`src/rtl/constants.svh`:
```
// Shared build-time constants for the code memory subsystem.
//   CODE_ADDR_WIDTH : address width of the CPU code memory (words).
`ifndef CONSTANTS_SVH
`define CONSTANTS_SVH

`define CODE_ADDR_WIDTH 13

`endif

```
`src/rtl/loader_pkg.sv`:
```
// Types and helpers shared by the boot-time code loader.
//   state_t  : loader FSM states
//   LEN_MAX  : largest accepted frame length for the default code memory
//   len_max  : largest accepted frame length for a given address width
//   len_ok   : frame length acceptance test (1..2^width words)
`include "constants.svh"

package loader_pkg;

  typedef enum logic [2:0] {
    IDLE,
    LEN_LO,
    DATA_HI,
    DATA_LO,
    SUM_HI,
    SUM_LO,
    RUN
  } state_t;

  localparam int unsigned LEN_MAX = 1 << `CODE_ADDR_WIDTH;

  function automatic int unsigned len_max(input int unsigned width);
    return 32'd1 << width;
  endfunction

  // A frame must carry at least one word and must fit the code memory,
  // which is what lets the write address run without ever wrapping.
  function automatic logic len_ok(input logic [15:0] n, input int unsigned width);
    return (n != 16'd0) && (32'(n) <= len_max(width));
  endfunction

endpackage

```
`src/rtl/idle_timer.sv`:
```
// Inter-byte idle timer for the code loader.
//   clk     : system clock
//   reset   : synchronous, active-high
//   clear   : a byte was accepted this cycle; restart the count
//   enable  : loader is inside a frame; when low the count holds at 0
//   expired : TIMEOUT_CYCLES idle cycles have elapsed without a byte
module idle_timer #(
  parameter int unsigned TIMEOUT_CYCLES = 1_000_000
) (
  input  logic clk,
  input  logic reset,
  input  logic clear,
  input  logic enable,
  output logic expired
);

  localparam int unsigned CW = (TIMEOUT_CYCLES > 1) ? $clog2(TIMEOUT_CYCLES) : 1;
  localparam logic [CW-1:0] LAST = CW'(TIMEOUT_CYCLES - 1);

  logic [CW-1:0] count;

  always_ff @(posedge clk) begin
    if (reset || !enable || clear) begin
      count <= '0;
    end else if (count != LAST) begin
      count <= count + CW'(1);
    end
  end

  // A byte in the terminal cycle wins: clear masks the expiry.
  assign expired = enable && !clear && (count == LAST);

endmodule

```
`src/rtl/code_loader.sv`:
```
// Boot-time program loader. Receives a framed byte stream
// (LEN hi/lo, N data words hi/lo, SUM hi/lo), writes the words to code
// memory from address 0, holds the CPU in reset while loading and, after a
// checksum match, releases it with a single resume pulse.
//   clk        : system clock
//   reset      : synchronous, active-high
//   rx_valid   : single-cycle byte strobe (no backpressure)
//   rx_data    : received byte
//   code_we    : code memory write enable (one cycle per word)
//   code_waddr : code memory write address
//   code_wdata : code memory write data
//   cpu_reset  : CPU reset, low only while running a verified image
//   cpu_resume : one-cycle resume pulse at release
//   load_error : sticky, the last frame was rejected
`include "constants.svh"

module code_loader
  import loader_pkg::*;
#(
  parameter int unsigned CODE_WIDTH     = `CODE_ADDR_WIDTH,
  parameter int unsigned TIMEOUT_CYCLES = 1_000_000
) (
  input  logic                  clk,
  input  logic                  reset,
  input  logic                  rx_valid,
  input  logic [7:0]            rx_data,
  output logic                  code_we,
  output logic [CODE_WIDTH-1:0] code_waddr,
  output logic [15:0]           code_wdata,
  output logic                  cpu_reset,
  output logic                  cpu_resume,
  output logic                  load_error
);

  state_t              state;
  logic [7:0]          len_hi;
  logic [15:0]         len;
  logic [7:0]          word_hi;
  logic [7:0]          sum_hi;
  logic [15:0]         sum;
  logic [CODE_WIDTH:0] wcnt;

  logic                in_frame;
  logic                expired;
  logic [15:0]         len_in;
  logic [15:0]         word_in;
  logic [15:0]         sum_in;
  logic                last_word;

  assign in_frame  = (state == LEN_LO) || (state == DATA_HI) || (state == DATA_LO) ||
                     (state == SUM_HI) || (state == SUM_LO);
  assign len_in    = {len_hi, rx_data};
  assign word_in   = {word_hi, rx_data};
  assign sum_in    = {sum_hi, rx_data};
  // wcnt counts words already written; the current word is the last one
  // when it brings the count up to LEN.
  assign last_word = ((32'(wcnt) + 32'd1) == 32'(len));

  idle_timer #(
    .TIMEOUT_CYCLES(TIMEOUT_CYCLES)
  ) u_idle_timer (
    .clk    (clk),
    .reset  (reset),
    .clear  (rx_valid),
    .enable (in_frame),
    .expired(expired)
  );

  always_ff @(posedge clk) begin
    if (reset) begin
      state      <= IDLE;
      len_hi     <= '0;
      len        <= '0;
      word_hi    <= '0;
      sum_hi     <= '0;
      sum        <= '0;
      wcnt       <= '0;
      code_we    <= 1'b0;
      code_waddr <= '0;
      code_wdata <= '0;
      cpu_reset  <= 1'b1;
      cpu_resume <= 1'b0;
      load_error <= 1'b0;
    end else begin
      code_we    <= 1'b0;
      cpu_resume <= 1'b0;
      if (expired) begin
        state      <= IDLE;
        load_error <= 1'b1;
        cpu_reset  <= 1'b1;
      end else if (rx_valid) begin
        case (state)
          // First byte of a frame; from RUN this is a reload and puts the
          // CPU back into reset straight away.
          IDLE, RUN: begin
            len_hi     <= rx_data;
            sum        <= '0;
            wcnt       <= '0;
            load_error <= 1'b0;
            cpu_reset  <= 1'b1;
            state      <= LEN_LO;
          end
          LEN_LO: begin
            if (len_ok(len_in, CODE_WIDTH)) begin
              len   <= len_in;
              state <= DATA_HI;
            end else begin
              load_error <= 1'b1;
              state      <= IDLE;
            end
          end
          DATA_HI: begin
            word_hi <= rx_data;
            state   <= DATA_LO;
          end
          DATA_LO: begin
            code_we    <= 1'b1;
            code_waddr <= wcnt[CODE_WIDTH-1:0];
            code_wdata <= word_in;
            sum        <= sum + word_in;
            wcnt       <= wcnt + 1'b1;
            state      <= last_word ? SUM_HI : DATA_HI;
          end
          SUM_HI: begin
            sum_hi <= rx_data;
            state  <= SUM_LO;
          end
          SUM_LO: begin
            if (sum_in == sum) begin
              cpu_reset  <= 1'b0;
              cpu_resume <= 1'b1;
              state      <= RUN;
            end else begin
              load_error <= 1'b1;
              state      <= IDLE;
            end
          end
          default: begin
            state <= IDLE;
          end
        endcase
      end
    end
  end

endmodule

```
`config.mk`:
```
export PLATFORM = sky130hd
export DESIGN_NAME = code_loader
export DESIGN_NICKNAME = d
export VERILOG_FILES = /design/src/rtl/loader_pkg.sv /design/src/rtl/idle_timer.sv /design/src/rtl/code_loader.sv
export VERILOG_INCLUDE_DIRS = /design/src /design/src/rtl
export SDC_FILE = /design/constraint.sdc
export NUM_CORES = 1
export LEC_CHECK = 0
export BUFFER_PORTS_ARGS = -buffer_cell sky130_fd_sc_hd__buf_2
export CAP_MARGIN = 20
export CORE_MARGIN = 5
export CORE_UTILIZATION = 60
export DETAILED_ROUTE_END_ITERATION = 10
export GPL_TIMING_DRIVEN = 0
export HOLD_SLACK_MARGIN = 0.02
export PLACE_DENSITY = 0.8
export SLEW_MARGIN = 10
export SYNTH_ARGS = -nofsm -noshare
export SYNTH_HDL_FRONTEND = slang
export SYNTH_HIERARCHICAL = 1
export SYNTH_SLANG_ARGS = --single-unit
```
`constraint.sdc`:
```
create_clock -name clk -period 3.35 [get_ports clk]
set_clock_uncertainty 0.1 [all_clocks]
set_input_delay 0.335 -clock clk [delete_from_list [all_inputs] [get_ports clk]]
set_output_delay 0.335 -clock clk [all_outputs]
set_load 0.01 [all_outputs]
```
==> out/results.ini <==
[outcome]
outcome=completed

[layout]
seqCellArea_um2=2520
multi_input_area_um2=3740
antennaDiodeCount=0
drive_above_1_share=0.153
fillers=841
nets=880
area_delta_synth_final_pct=15.9
finalNonFillerCells=1000

[clock_network]
cts_max_level=4
cts_made_buffers=17
cts.sinks=126
clock_latency_ns=0.52
cts_tree=yes
clk_pin_slew_worst_paths_ns=0.06
clock_tree.root_cell=clkbuf_8
clockBufferDepth=2
holdBufCountCts=0

[placed_design]
hpwl_mm=12.7
dp_cells=968
gp_congestion=0.953
dp_slack_ns=-0.620
io_buffer_count=43

[floorplan]
dieArea_um2=12900
rows=37
die_x_um=114
dieHeight_um=114
fp.coreArea_um2=10400
initial_core_util=0.619
ios=44

[yosys]
ys_ff_latch=126
post_synth.cell_area_avg_um2=8.17
ys_async_sr_fraction=0
synthesis.area_um2=6440
synth_warnings=6
synthCells=789
synth_edf_count=0
ys.flop_type=dfxtp_1
synth_nets=818
synth_seq_area_share=0.391
synth.distinct_cells=73

[critical_path]
critical_path_class=reg2reg
crit_start=u_idle_timer/count[1]$_SDFFE_PP0P_
worstPathCellList=ha_2, and3_1, nand3_1, or4_1, buf_6, nor3b_4, nor2b_1, nand3_2, buf_6, clkbuf_4, nand3_1, a21oi_1
cp_slowest_cell=or4_1
worstPathArrival_ns=3.54
slowest_delay_ns=0.57
worstPathRequired_ns=3.68
critPathMaxFanout=10
r2r_start=u_idle_timer/count[1]$_SDFFE_PP0P_
critPathBufInv=3
rrSetupSlack_ns=0.14
crit_family=simple AND/OR/NAND/NOR gates
timing.rr.end=sum[4]$_SDFFE_PP0P_
endpoint_kind=flip-flop
cp-start-kind=flip-flop
ff2ff_path_depth=12

[global_routing]
grt_max_degree=17
grt_pass1_wl_mm=29.3
antenna_found_initial=0
grt-ovfl-total=0
grtUsageTotal=0.284
grt_pass1_vias=5798

[sta]
hold_slack_ns=0.0724
hold_viol_final=0
setup_viol=0
fmax_mhz=312
maxSlewViolCount=0
finalSetupTns_ns=0
finalCritPeriodShare=0.958
worst_slack_ns=0.142
max_slew.worst_pin.slew_ns=0.752
fin_crit_ns=3.21
slew_headroom=0.495

[hold_path]
hold_class=in2reg
min_from=rx_data[7]
hold_end=code_wdata[7]$_SDFFE_PP0P_
hold-path-cell-count=3

[detailed_routing]
avgViaCountPerCell=6.21
drt_first_pass_iters=6
postRouteAntennaNets=0
routedWlPerCell_um=18.4
drc=0
vias=6206
routed_wl_mm=18.4
drt_iter0_drc=537

[pwr]
p_leak_nw=2.97
peakVddDrop_mv=0.352
p_total_mw=3.51
power-per-cell-area_nw_per_um2=469

[run]
cap_violations=0

==> worst register-to-register path, delay by kind of cell, from the launching register on <==
family	cells	cell delay (ns)
AOI/OAI and AO/OA	1	0.15
DFF	1	0.39
adders and majority gates	1	0.22
and+or+nand+nor	7	1.64
buffers and inverters	3	0.64
==> what timing repair did <==
item / CTS / global route
pin swaps: 0 / 1
resized for setup: 19 / 18
endpoints found under the hold margin: 0 / 0
endpoints found under the setup margin: 67 / 80
buffers inserted: 0 / 1
==> cell usage in the layout, fill, tap and decap left out, types with 4 or more instances in the layout <==
| cell type | count |
|---|---|
| nand2_1 | 126 |
| dfxtp_1 | 125 |
| a21oi_1 | 93 |
| nor2_1 | 57 |
| buf_2 | 56 |
| nand3_1 | 34 |
| xnor2_1 | 30 |
| o21ai_0 | 30 |
| nor3_1 | 19 |
| mux2i_1 | 19 |
| clkbuf_1 | 17 |
| nand4_1 | 16 |
| ha_1 | 16 |
| clkbuf_16 | 16 |
| or3_1 | 13 |
| inv_1 | 10 |
| a31oi_1 | 10 |
| nor4_1 | 9 |
| xor2_1 | 9 |
| a21o_1 | 8 |
| nor2b_1 | 7 |
| nand2b_1 | 6 |
| nand4b_1 | 6 |
| nand3b_1 | 6 |
| and4_1 | 5 |
| a211oi_1 | 5 |
| and3_1 | 5 |
| buf_4 | 4 |
| clkbuf_4 | 4 |
| or4_1 | 4 |
| and3_2 | 4 |
| inv_6 | 4 |
==> state kept, by name (all words and copies together) (netlist names) <==
name / flops
code_waddr: 13
wcnt: 14
code_wdata: 16
sum_hi: 8
load_error: 1
len_hi: 8
sum: 16
state: 3
len: 16
code_we: 1
cpu_resume: 1
u_idle_timer/count: 20
cpu_reset: 1
word_hi: 8
==> where the power goes <==
part	switching (mW)	internal (mW)
registers	0.0204	1.52
logic	0.164	0.0795
clock network	0.726	0.997
total	0.910	2.60
==> metal layers <==
metal,vias up,GRT usage,share of wire
met2,252,0.486,0.49
met4,0,0.111,0.030
li1,2957,-,-
met1,2947,0.347,0.41
met5,-,0,0
met3,50,0.0610,0.067
==> worst max path at each step <==
| stage | end | cells after the start |
|---|---|---|
| detailed placement | wcnt[11]$_SDFFE_PP0P_ | 13 |
| finish | sum[4]$_SDFFE_PP0P_ | 12 |
| floorplan | wcnt[0]$_SDFFE_PP0P_ | 13 |
| global placement | wcnt[0]$_SDFFE_PP0P_ | 13 |
| CTS | code_waddr[2]$_SDFFE_PP0P_ | 12 |
| global route | code_wdata[1]$_SDFFE_PP0P_ | 12 |
==> synthesized netlist by cell type, types with 10 or more instances <==
cell type | count | area share
a21oi_1 | 93 | 0.072
a31oi_1 | 10 | 0.0097
buf_2 | 14 | 0.011
clkbuf_1 | 24 | 0.014
dfxtp_1 | 126 | 0.39
ha_1 | 17 | 0.033
inv_1 | 10 | 0.0058
mux2i_1 | 19 | 0.030
nand2_1 | 127 | 0.074
nand3_1 | 36 | 0.028
nand4_1 | 16 | 0.016
nor2_1 | 58 | 0.034
nor3_1 | 19 | 0.015
o21ai_0 | 30 | 0.023
or3_1 | 13 | 0.013
xnor2_1 | 30 | 0.041
==> logic make-up after synthesis <==
| family | share of synthesized area |
|---|---|
| adders and majority gates | 0.0361 |
| buffers and inverters | 0.0355 |
| xor gates and xnor gates | 0.0530 |
| DFF | 0.391 |
| AOI/OAI and AO/OA | 0.168 |
| and+or+nand+nor | 0.286 |
| muxes | 0.0295 |
==> through the flow <==
stage	utilization	area, µm²
3_5_place_dp	0.656	6830
2_1_floorplan	-	6440
4_1_cts	0.712	7420
3_3_place_gp	0.656	6830
6_report	0.717	7470
5_1_grt	0.717	7470
==> final cells by class <==
class / count / area share
multi-input cells: 610 / 0.500
flip-flops and latches: 126 / 0.338
clock buffers: 18 / 0.0559
plain buffers: 42 / 0.0302
repair buffers: 44 / 0.0298
well taps: 136 / 0.0228
clock inverters: 14 / 0.0181
inverters: 10 / 0.00503
(Power assumes the default switching activity.)
